**src/rtl/control_pkg.sv**
```systemverilog
// Shared constants for the control unit: instruction field encodings,
// condition codes, ALU operation codes and the FSM state type.
package control_pkg;

  // Instruction class, instruction[27:26]
  localparam logic [1:0] OP_DP  = 2'b00;
  localparam logic [1:0] OP_MEM = 2'b01;
  localparam logic [1:0] OP_BR  = 2'b10;
  localparam logic [1:0] OP_NOP = 2'b11;

  // Data-processing commands, instruction[24:21]
  localparam logic [3:0] CMD_AND = 4'b0000;
  localparam logic [3:0] CMD_EOR = 4'b0001;
  localparam logic [3:0] CMD_SUB = 4'b0010;
  localparam logic [3:0] CMD_ADD = 4'b0100;
  localparam logic [3:0] CMD_CMP = 4'b1010;
  localparam logic [3:0] CMD_ORR = 4'b1100;
  localparam logic [3:0] CMD_MOV = 4'b1101;
  localparam logic [3:0] CMD_MVN = 4'b1111;

  // Condition field, instruction[31:28]
  localparam logic [3:0] COND_EQ = 4'b0000;
  localparam logic [3:0] COND_NE = 4'b0001;
  localparam logic [3:0] COND_CS = 4'b0010;
  localparam logic [3:0] COND_CC = 4'b0011;
  localparam logic [3:0] COND_MI = 4'b0100;
  localparam logic [3:0] COND_PL = 4'b0101;
  localparam logic [3:0] COND_VS = 4'b0110;
  localparam logic [3:0] COND_VC = 4'b0111;
  localparam logic [3:0] COND_HI = 4'b1000;
  localparam logic [3:0] COND_LS = 4'b1001;
  localparam logic [3:0] COND_GE = 4'b1010;
  localparam logic [3:0] COND_LT = 4'b1011;
  localparam logic [3:0] COND_GT = 4'b1100;
  localparam logic [3:0] COND_LE = 4'b1101;
  localparam logic [3:0] COND_AL = 4'b1110;
  localparam logic [3:0] COND_NV = 4'b1111;

  // ALU operation codes driven on alu_control
  localparam logic [3:0] ALU_ADD   = 4'b0000;
  localparam logic [3:0] ALU_SUB   = 4'b0001;
  localparam logic [3:0] ALU_AND   = 4'b0010;
  localparam logic [3:0] ALU_ORR   = 4'b0011;
  localparam logic [3:0] ALU_EOR   = 4'b0100;
  localparam logic [3:0] ALU_NOT_A = 4'b0101;
  localparam logic [3:0] ALU_LSL   = 4'b0110;
  localparam logic [3:0] ALU_LSR   = 4'b0111;

  typedef enum logic {
    ST_EXEC = 1'b0,
    ST_WAIT = 1'b1
  } state_t;

  // Map a data-processing command onto an ALU operation; unknown commands add.
  function automatic logic [3:0] alu_code(input logic [3:0] cmd);
    logic [3:0] code;
    case (cmd)
      CMD_ADD: code = ALU_ADD;
      CMD_SUB: code = ALU_SUB;
      CMD_CMP: code = ALU_SUB;
      CMD_AND: code = ALU_AND;
      CMD_ORR: code = ALU_ORR;
      CMD_EOR: code = ALU_EOR;
      CMD_MOV: code = ALU_ADD;
      CMD_MVN: code = ALU_NOT_A;
      default: code = ALU_ADD;
    endcase
    return code;
  endfunction

endpackage

```
**src/rtl/cond_check.sv**
```systemverilog
// Condition-code evaluator: decides whether an instruction executes given
// its cond field and the architectural {N,Z,C,V} flags.
import control_pkg::*;

module cond_check (
  input  logic [3:0] cond,
  input  logic [3:0] flags,
  output logic       cond_ex
);

  logic n, z, c, v;
  assign {n, z, c, v} = flags;

  // Standard condition table; AL always passes, NV never does.
  always_comb begin
    cond_ex = 1'b0;
    case (cond)
      COND_EQ: cond_ex = z;
      COND_NE: cond_ex = ~z;
      COND_CS: cond_ex = c;
      COND_CC: cond_ex = ~c;
      COND_MI: cond_ex = n;
      COND_PL: cond_ex = ~n;
      COND_VS: cond_ex = v;
      COND_VC: cond_ex = ~v;
      COND_HI: cond_ex = c & ~z;
      COND_LS: cond_ex = ~c | z;
      COND_GE: cond_ex = (n == v);
      COND_LT: cond_ex = (n != v);
      COND_GT: cond_ex = ~z & (n == v);
      COND_LE: cond_ex = z | (n != v);
      COND_AL: cond_ex = 1'b1;
      COND_NV: cond_ex = 1'b0;
      default: cond_ex = 1'b0;
    endcase
  end

endmodule

```
**src/rtl/control_unit.sv**
```systemverilog
// Processor control unit: instruction decode, condition gating, NZCV flag
// register and a two-state EXEC/WAIT sequencer for data-memory accesses.
// Optional feature macro MEM_TIMEOUT_EN adds a memory-wait timeout that
// aborts the access after TIMEOUT_CYCLES and raises a sticky mem_err.
import control_pkg::*;

module control_unit #(
  parameter int TIMEOUT_CYCLES = 16
) (
  input  logic        clk,
  input  logic        rst,
  input  logic [31:0] instruction,
  input  logic [3:0]  alu_flags,
  input  logic        mem_ack,
  output logic        pc_src,
  output logic        reg_write,
  output logic        mem_reg,
  output logic        alu_src,
  output logic        sh_src,
  output logic        mov_src,
  output logic        mvn_src,
  output logic [1:0]  imm_src,
  output logic [1:0]  reg_src,
  output logic [3:0]  alu_control,
  output logic        mem_write,
  output logic        mem_req,
  output logic        pc_en,
  output logic [3:0]  flags_q
`ifdef MEM_TIMEOUT_EN
  ,
  output logic        mem_err
`endif
);

  if (TIMEOUT_CYCLES < 1) begin : g_param_check
    $error("TIMEOUT_CYCLES must be at least 1");
  end

  state_t      state;
  state_t      state_nxt;
  logic [31:0] instr_q;
  logic [31:0] cur;

  logic [1:0] op;
  logic       i_bit;
  logic [3:0] cmd;
  logic       s_bit;
  logic [3:0] rd;
  logic       is_dp, is_mem, is_br;
  logic       rw_dec;
  logic       cond_raw, cond_ex;
  logic       flag_upd, cv_upd;
  logic       mem_req_i, mem_write_i, pc_en_i, rw_i;
  logic       timeout_hit;
  logic       unused_fields;

  // While waiting on memory the access is decoded from the captured word,
  // so the fetch side may change instruction freely.
  assign cur = (state == ST_WAIT) ? instr_q : instruction;

  assign op    = cur[27:26];
  assign i_bit = cur[25];
  assign cmd   = cur[24:21];
  assign s_bit = cur[20];
  assign rd    = cur[15:12];
  assign unused_fields = ^{cur[19:16], cur[11:7], cur[3:0]};

  assign is_dp  = (op == OP_DP);
  assign is_mem = (op == OP_MEM);
  assign is_br  = (op == OP_BR);

  cond_check u_cond (
    .cond    (cur[31:28]),
    .flags   (flags_q),
    .cond_ex (cond_raw)
  );

  // An access already in WAIT has passed its condition check.
  assign cond_ex = (state == ST_WAIT) | cond_raw;

  // Datapath steering decode; independent of execution and sequencing.
  always_comb begin
    imm_src     = op;
    alu_src     = is_dp ? i_bit : (is_mem | is_br);
    reg_src     = {is_mem & ~s_bit, is_br};
    mem_reg     = is_mem & s_bit;
    sh_src      = is_dp & ~i_bit & cur[4];
    mov_src     = is_dp & (cmd == CMD_MOV);
    mvn_src     = is_dp & (cmd == CMD_MVN);
    alu_control = ALU_ADD;
    if (is_dp) begin
      if (sh_src) begin
        alu_control = (cur[6:5] == 2'b01) ? ALU_LSR : ALU_LSL;
      end else begin
        alu_control = alu_code(cmd);
      end
    end
    rw_dec = (is_dp & (cmd != CMD_CMP)) | (is_mem & s_bit);
  end

`ifdef MEM_TIMEOUT_EN
  localparam int CNT_W = $clog2(TIMEOUT_CYCLES + 1);

  logic [CNT_W-1:0] wait_cnt;

  assign timeout_hit = (state == ST_WAIT) && (wait_cnt == CNT_W'(TIMEOUT_CYCLES));

  // Wait counter: held at zero in EXEC, counts each WAIT cycle.
  always_ff @(posedge clk or posedge rst) begin
    if (rst) begin
      wait_cnt <= '0;
    end else if (state == ST_EXEC) begin
      wait_cnt <= '0;
    end else if (!timeout_hit) begin
      wait_cnt <= wait_cnt + CNT_W'(1);
    end
  end

  // Sticky timeout error; a coincident ack counts as a normal completion.
  always_ff @(posedge clk or posedge rst) begin
    if (rst) begin
      mem_err <= 1'b0;
    end else if (timeout_hit && !mem_ack) begin
      mem_err <= 1'b1;
    end
  end
`else
  assign timeout_hit = 1'b0;
`endif

  // Sequencer: memory strobes, PC enable, write enable and next state.
  always_comb begin
    state_nxt   = state;
    mem_req_i   = 1'b0;
    mem_write_i = 1'b0;
    pc_en_i     = 1'b0;
    rw_i        = 1'b0;
    case (state)
      ST_EXEC: begin
        if (cond_ex && is_mem) begin
          mem_req_i   = 1'b1;
          mem_write_i = ~s_bit;
          if (mem_ack) begin
            pc_en_i = 1'b1;
            rw_i    = rw_dec;
          end else begin
            state_nxt = ST_WAIT;
          end
        end else begin
          pc_en_i = 1'b1;
          rw_i    = cond_ex & rw_dec;
        end
      end
      ST_WAIT: begin
        if (mem_ack) begin
          mem_req_i   = 1'b1;
          mem_write_i = ~s_bit;
          pc_en_i     = 1'b1;
          rw_i        = rw_dec;
          state_nxt   = ST_EXEC;
        end else if (timeout_hit) begin
          pc_en_i   = 1'b1;
          state_nxt = ST_EXEC;
        end else begin
          mem_req_i   = 1'b1;
          mem_write_i = ~s_bit;
        end
      end
      default: state_nxt = ST_EXEC;
    endcase
  end

  // Enables are forced low combinationally while reset is asserted.
  assign reg_write = rw_i & ~rst;
  assign mem_req   = mem_req_i & ~rst;
  assign mem_write = mem_write_i & ~rst;
  assign pc_en     = pc_en_i & ~rst;
  assign pc_src    = ~rst & cond_ex & (is_br | (rw_i & (rd == 4'hF)));

  assign flag_upd = (state == ST_EXEC) & cond_ex & is_dp & (s_bit | (cmd == CMD_CMP));
  assign cv_upd   = (cmd == CMD_ADD) | (cmd == CMD_SUB) | (cmd == CMD_CMP);

  // State register.
  always_ff @(posedge clk or posedge rst) begin
    if (rst) begin
      state <= ST_EXEC;
    end else begin
      state <= state_nxt;
    end
  end

  // Capture the instruction word every EXEC cycle so WAIT can replay it.
  always_ff @(posedge clk) begin
    if (state == ST_EXEC) begin
      instr_q <= instruction;
    end
  end

  // Architectural NZCV: N,Z on every flag-setting op, C,V only for add/sub.
  always_ff @(posedge clk or posedge rst) begin
    if (rst) begin
      flags_q <= 4'b0000;
    end else if (flag_upd) begin
      flags_q[3:2] <= alu_flags[3:2];
      if (cv_upd) begin
        flags_q[1:0] <= alu_flags[1:0];
      end
    end
  end

endmodule

```
**config.mk**
```make
export PLATFORM = sky130hd
export DESIGN_NAME = control_unit
export DESIGN_NICKNAME = d
export VERILOG_FILES = /design/src/rtl/control_pkg.sv /design/src/rtl/cond_check.sv /design/src/rtl/control_unit.sv
export SDC_FILE = /design/constraint.sdc
export NUM_CORES = 1
export LEC_CHECK = 0
export BUFFER_PORTS_ARGS = -buffer_cell sky130_fd_sc_hd__buf_4
export CAP_MARGIN = 20
export CORE_MARGIN = 2
export CORE_UTILIZATION = 46
export DETAILED_ROUTE_END_ITERATION = 7
export HOLD_SLACK_MARGIN = 0.12
export PLACE_DENSITY = 0.78
export SLEW_MARGIN = 30
export SYNTH_ARGS = -nofsm -noshare
export SYNTH_HDL_FRONTEND = slang
export SYNTH_SLANG_ARGS = --single-unit
```
**constraint.sdc**
```tcl
create_clock -name clk -period 3.5 [get_ports clk]
set_clock_uncertainty 0.05 [all_clocks]
set_input_delay 0.525 -clock clk [delete_from_list [all_inputs] [get_ports clk]]
set_output_delay 0.525 -clock clk [all_outputs]
set_load 0.005 [all_outputs]
```
==> impl_metrics.env <==
export IMPL_start_util=0.490
export IMPL_ys_seq_area_frac=0.371
export IMPL_drc_errors=0
export IMPL_cp_slowest_stage_delay_ns=0.58
export IMPL_hold_violations=0
export IMPL_place_gp_congestion=0.916
export IMPL_synth_xor_area_frac=0.0128
export IMPL_drt_pass1_iter_count=4
export IMPL_critPathMaxFanout=13
export IMPL_pin_count=61
export IMPL_drtAntennaViolNets=0
export IMPL_synth_distinct_cells=41
export IMPL_drtIter0Drc=70
export IMPL_clk_pin_slew_ns=0.13
export IMPL_cp_num_buf_inv=1
export IMPL_vias=1176
export IMPL_gr_total_overflow=0
export IMPL_postLayoutCellArea_sq_mm=0.00177
export IMPL_synth_top_area_frac=0.279
export IMPL_start_kind="register"
export IMPL_synth_area_leader_cell="dfxtp_1"
export IMPL_grt_usage=0.196
export IMPL_syn_area_sq_mm=0.00136
export IMPL_die_w_um=58.5
export IMPL_maxCapViolations=0
export IMPL_dp_slack_ns=0.337
export IMPL_die_h_um=58.5
export IMPL_synthArstFlopShare=0.208
export IMPL_placed_area_sq_mm=0.00171
export IMPL_antenna_found_initial=0
export IMPL_cts_buffer_depth=2
export IMPL_yosysMostFrequentCell="dfxtp_1"
export IMPL_cp_required_ns=2.92
export IMPL_critPathKind="register to output port"
export IMPL_seqPwrFrac=0.415
export IMPL_power_density_mw_per_mm2=516
export IMPL_timing_final_crit_share=0.950
export IMPL_hp_class="primary input to register"
export IMPL_drive_gt1_frac=0.369
export IMPL_syn_num_nets=187
export IMPL_synth_compound_area_share=0.133
export IMPL_setup_violations_final=0
export IMPL_fmax_ghz=0.301
export IMPL_vias_per_cell=5.39
export IMPL_synth_edf_count=0
export IMPL_totalWireLength_um=3120
export IMPL_comb_power_share=0.424
export IMPL_synthTopCellsByArea="dfxtp_1 (28%), mux2i_1 (9.5%), dfrtp_1 (9.2%), mux2_2 (6.6%), ha_1 (6.4%)"
export IMPL_synth_mux_area_frac=0.205
export IMPL_cp_top_family="compound AO/OA/AOI/OAI gates"
export IMPL_grt_pass1_vias=1221
export IMPL_cp_cell_sequence="mux2_4 > o311ai_1 > a21oi_1 > a31oi_1 > o2111ai_2 > a31oi_2 > o21a_1 > buf_4"
export IMPL_rsz0062_at_grt="false"
export IMPL_cts_buffers=3
export IMPL_wl_per_cell_um=14.3
export IMPL_finish_utilization=0.635
export IMPL_grt_max_degree=16
export IMPL_syn2layout_area_growth_pct=29.5
export IMPL_clk_latency_ns=0.31
export IMPL_leakagePower_nw=0.837
export IMPL_post_cts_buffers=0
export IMPL_avgSynthCellArea_sq_um=9.67
export IMPL_port_buffers=46
export IMPL_swShare=0.347
export IMPL_end_kind="output port"
export IMPL_fill_cells=251
export IMPL_cp_slowest_cell="dfrtp_2"
export IMPL_final_max_slew_viol_count=0
export IMPL_ys_warn_count=0
export IMPL_synth_flop_cell="dfxtp_1"
export IMPL_nets=234
export IMPL_hpwl_um=2500
export IMPL_synthCells=141
export IMPL_ir_worst_vdd_uv=401
export IMPL_coreArea_sq_mm=0.00278
export IMPL_worst_slack_ns=0.174
export IMPL_cp_data_arrival_time_ns=2.75
export IMPL_synth_top_family_by_area="multiplexers"
export IMPL_synth_seq_cells=24
export IMPL_synth_common_cells="dfxtp_1 (19), inv_1 (15), mux2i_1 (13)"
export IMPL_status="complete, no violations"
export IMPL_cts_root_buf="clkbuf_4"
export IMPL_diodes=0
export IMPL_post_route_min_period_ns=3.33
export IMPL_stdcell_count=218
export IMPL_intPower_uw=595
export IMPL_synthAdderAreaFrac=0.0642
export IMPL_clock_sinks=24
export IMPL_fp_row_count=19
export IMPL_finalSetupTns_ns=0
export IMPL_synth_simple_area_share=0.134
export IMPL_dieArea_sq_mm=0.00342
export IMPL_ctsHtreeMaxLevel=1
export IMPL_tritoncts="yes"
export IMPL_power_frac_clock=0.161
export IMPL_placed_cells=213
export IMPL_p_sw_uw=317
export IMPL_grt_pass1_wl_um=5160
logic make-up after synthesis:
kind of cell,count (synthesis)
xor gates and xnor gates,2
DFF,24
other,1
and+or+nand+nor,36
adders and majority gates,7
buffers and inverters,22
muxes,25
AOI/OAI and AO/OA,24
cell usage in the layout (no fill, tap or decap), drive strengths merged:
cell type / count
buf: 48
dfxtp: 19
inv: 15
mux2i: 14
nor2: 12
mux2: 11
ha: 7
nor3: 5
dfrtp: 5
a21oi: 4
nand2: 4
clkbuf: 4
o32ai: 3
o21a: 3
and2: 3
nand4: 3
nand2b: 2
xnor2: 2
o21bai: 2
and3: 2
a31oi: 2
o311ai: 1
a211oi: 1
nor4: 1
o2111ai: 1
a21boi: 1
a41o: 1
a22o: 1
and4: 1
or2: 1
nor2b: 1
a32oi: 1
o21ai: 1
a22oi: 1
o22ai: 1
nand3: 1
conb: 1
dlygate4sd3: 1
worst reg2reg max path: cells and delay by family (launching register included):
family	cells	cell delay (ns)
AND/OR/NAND/NOR	3	0.88
flip-flops	1	0.58
multiplexers	2	0.57
buffers and inverters	2	0.40
AO/OA/AOI/OAI	1	0.10
routing by layer:
metal	global-route usage	up-vias	wire, um	share of wire
li1	-	584	-	-
met1	0.236	535	1350	0.43
met2	0.327	51	1510	0.48
met5	0	-	0	0
met4	0.106	0	44	0.014
met3	0.0374	6	219	0.070
flip-flops by register name, indices dropped and copies added (netlist names):
name / flops
state: 1
instr_q: 19
flags_q: 4
worst paths after layout:
check | slack (ns) | endpoint | depth (start not counted) | startpoint
min in group asynchronous | 0.66 | flags_q[1]$_DFFE_PP0P_ | 3 | rst
worst min-delay path | 0.33 | state$_DFF_PP0_ | 2 | mem_ack
worst max register to register | 0.83 | flags_q[1]$_DFFE_PP0P_ | 8 | state$_DFF_PP0_
worst max-delay path | 0.17 | pc_en | 8 | state$_DFF_PP0_
max in group asynchronous | 2.53 | state$_DFF_PP0_ | 3 | rst
worst min register to register | 0.44 | instr_q[5]$_DFF_P_ | 1 | instr_q[5]$_DFF_P_
metrics by stage:
stage | total power [mW] | hold slack, ns
global route | 0.974 | 0.311
global placement | 0.742 | 0.400
floorplan | 0.624 | 0.268
finish | 0.911 | 0.328
detailed placement | 0.763 | 0.413
CTS | 0.911 | 0.317
power groups by stage:
stage	registers (mW)	clock network (mW)	logic (mW)
floorplan	0.366	0	0.259
global placement	0.380	0	0.362
detailed placement	0.384	0	0.379
CTS	0.378	0.151	0.381
global route	0.386	0.164	0.423
finish	0.378	0.147	0.386
cell type report:
type	count	area, sq um	area share
inverter	15	56.3	0.0319
clock buffer	4	36.3	0.0205
tap	31	38.8	0.0220
timing repair buffer	49	370	0.210
multi-input combinational	95	758	0.429
sequential	24	507	0.287
repair_timing:
item                                   4_1_cts  5_1_grt
gates resized for setup                      1        1
endpoints found under the hold margin        5        0
setup endpoints to repair                    3        3
hold buffers                                 1        0
No activity file was read; power rests on OpenSTA's default activity.
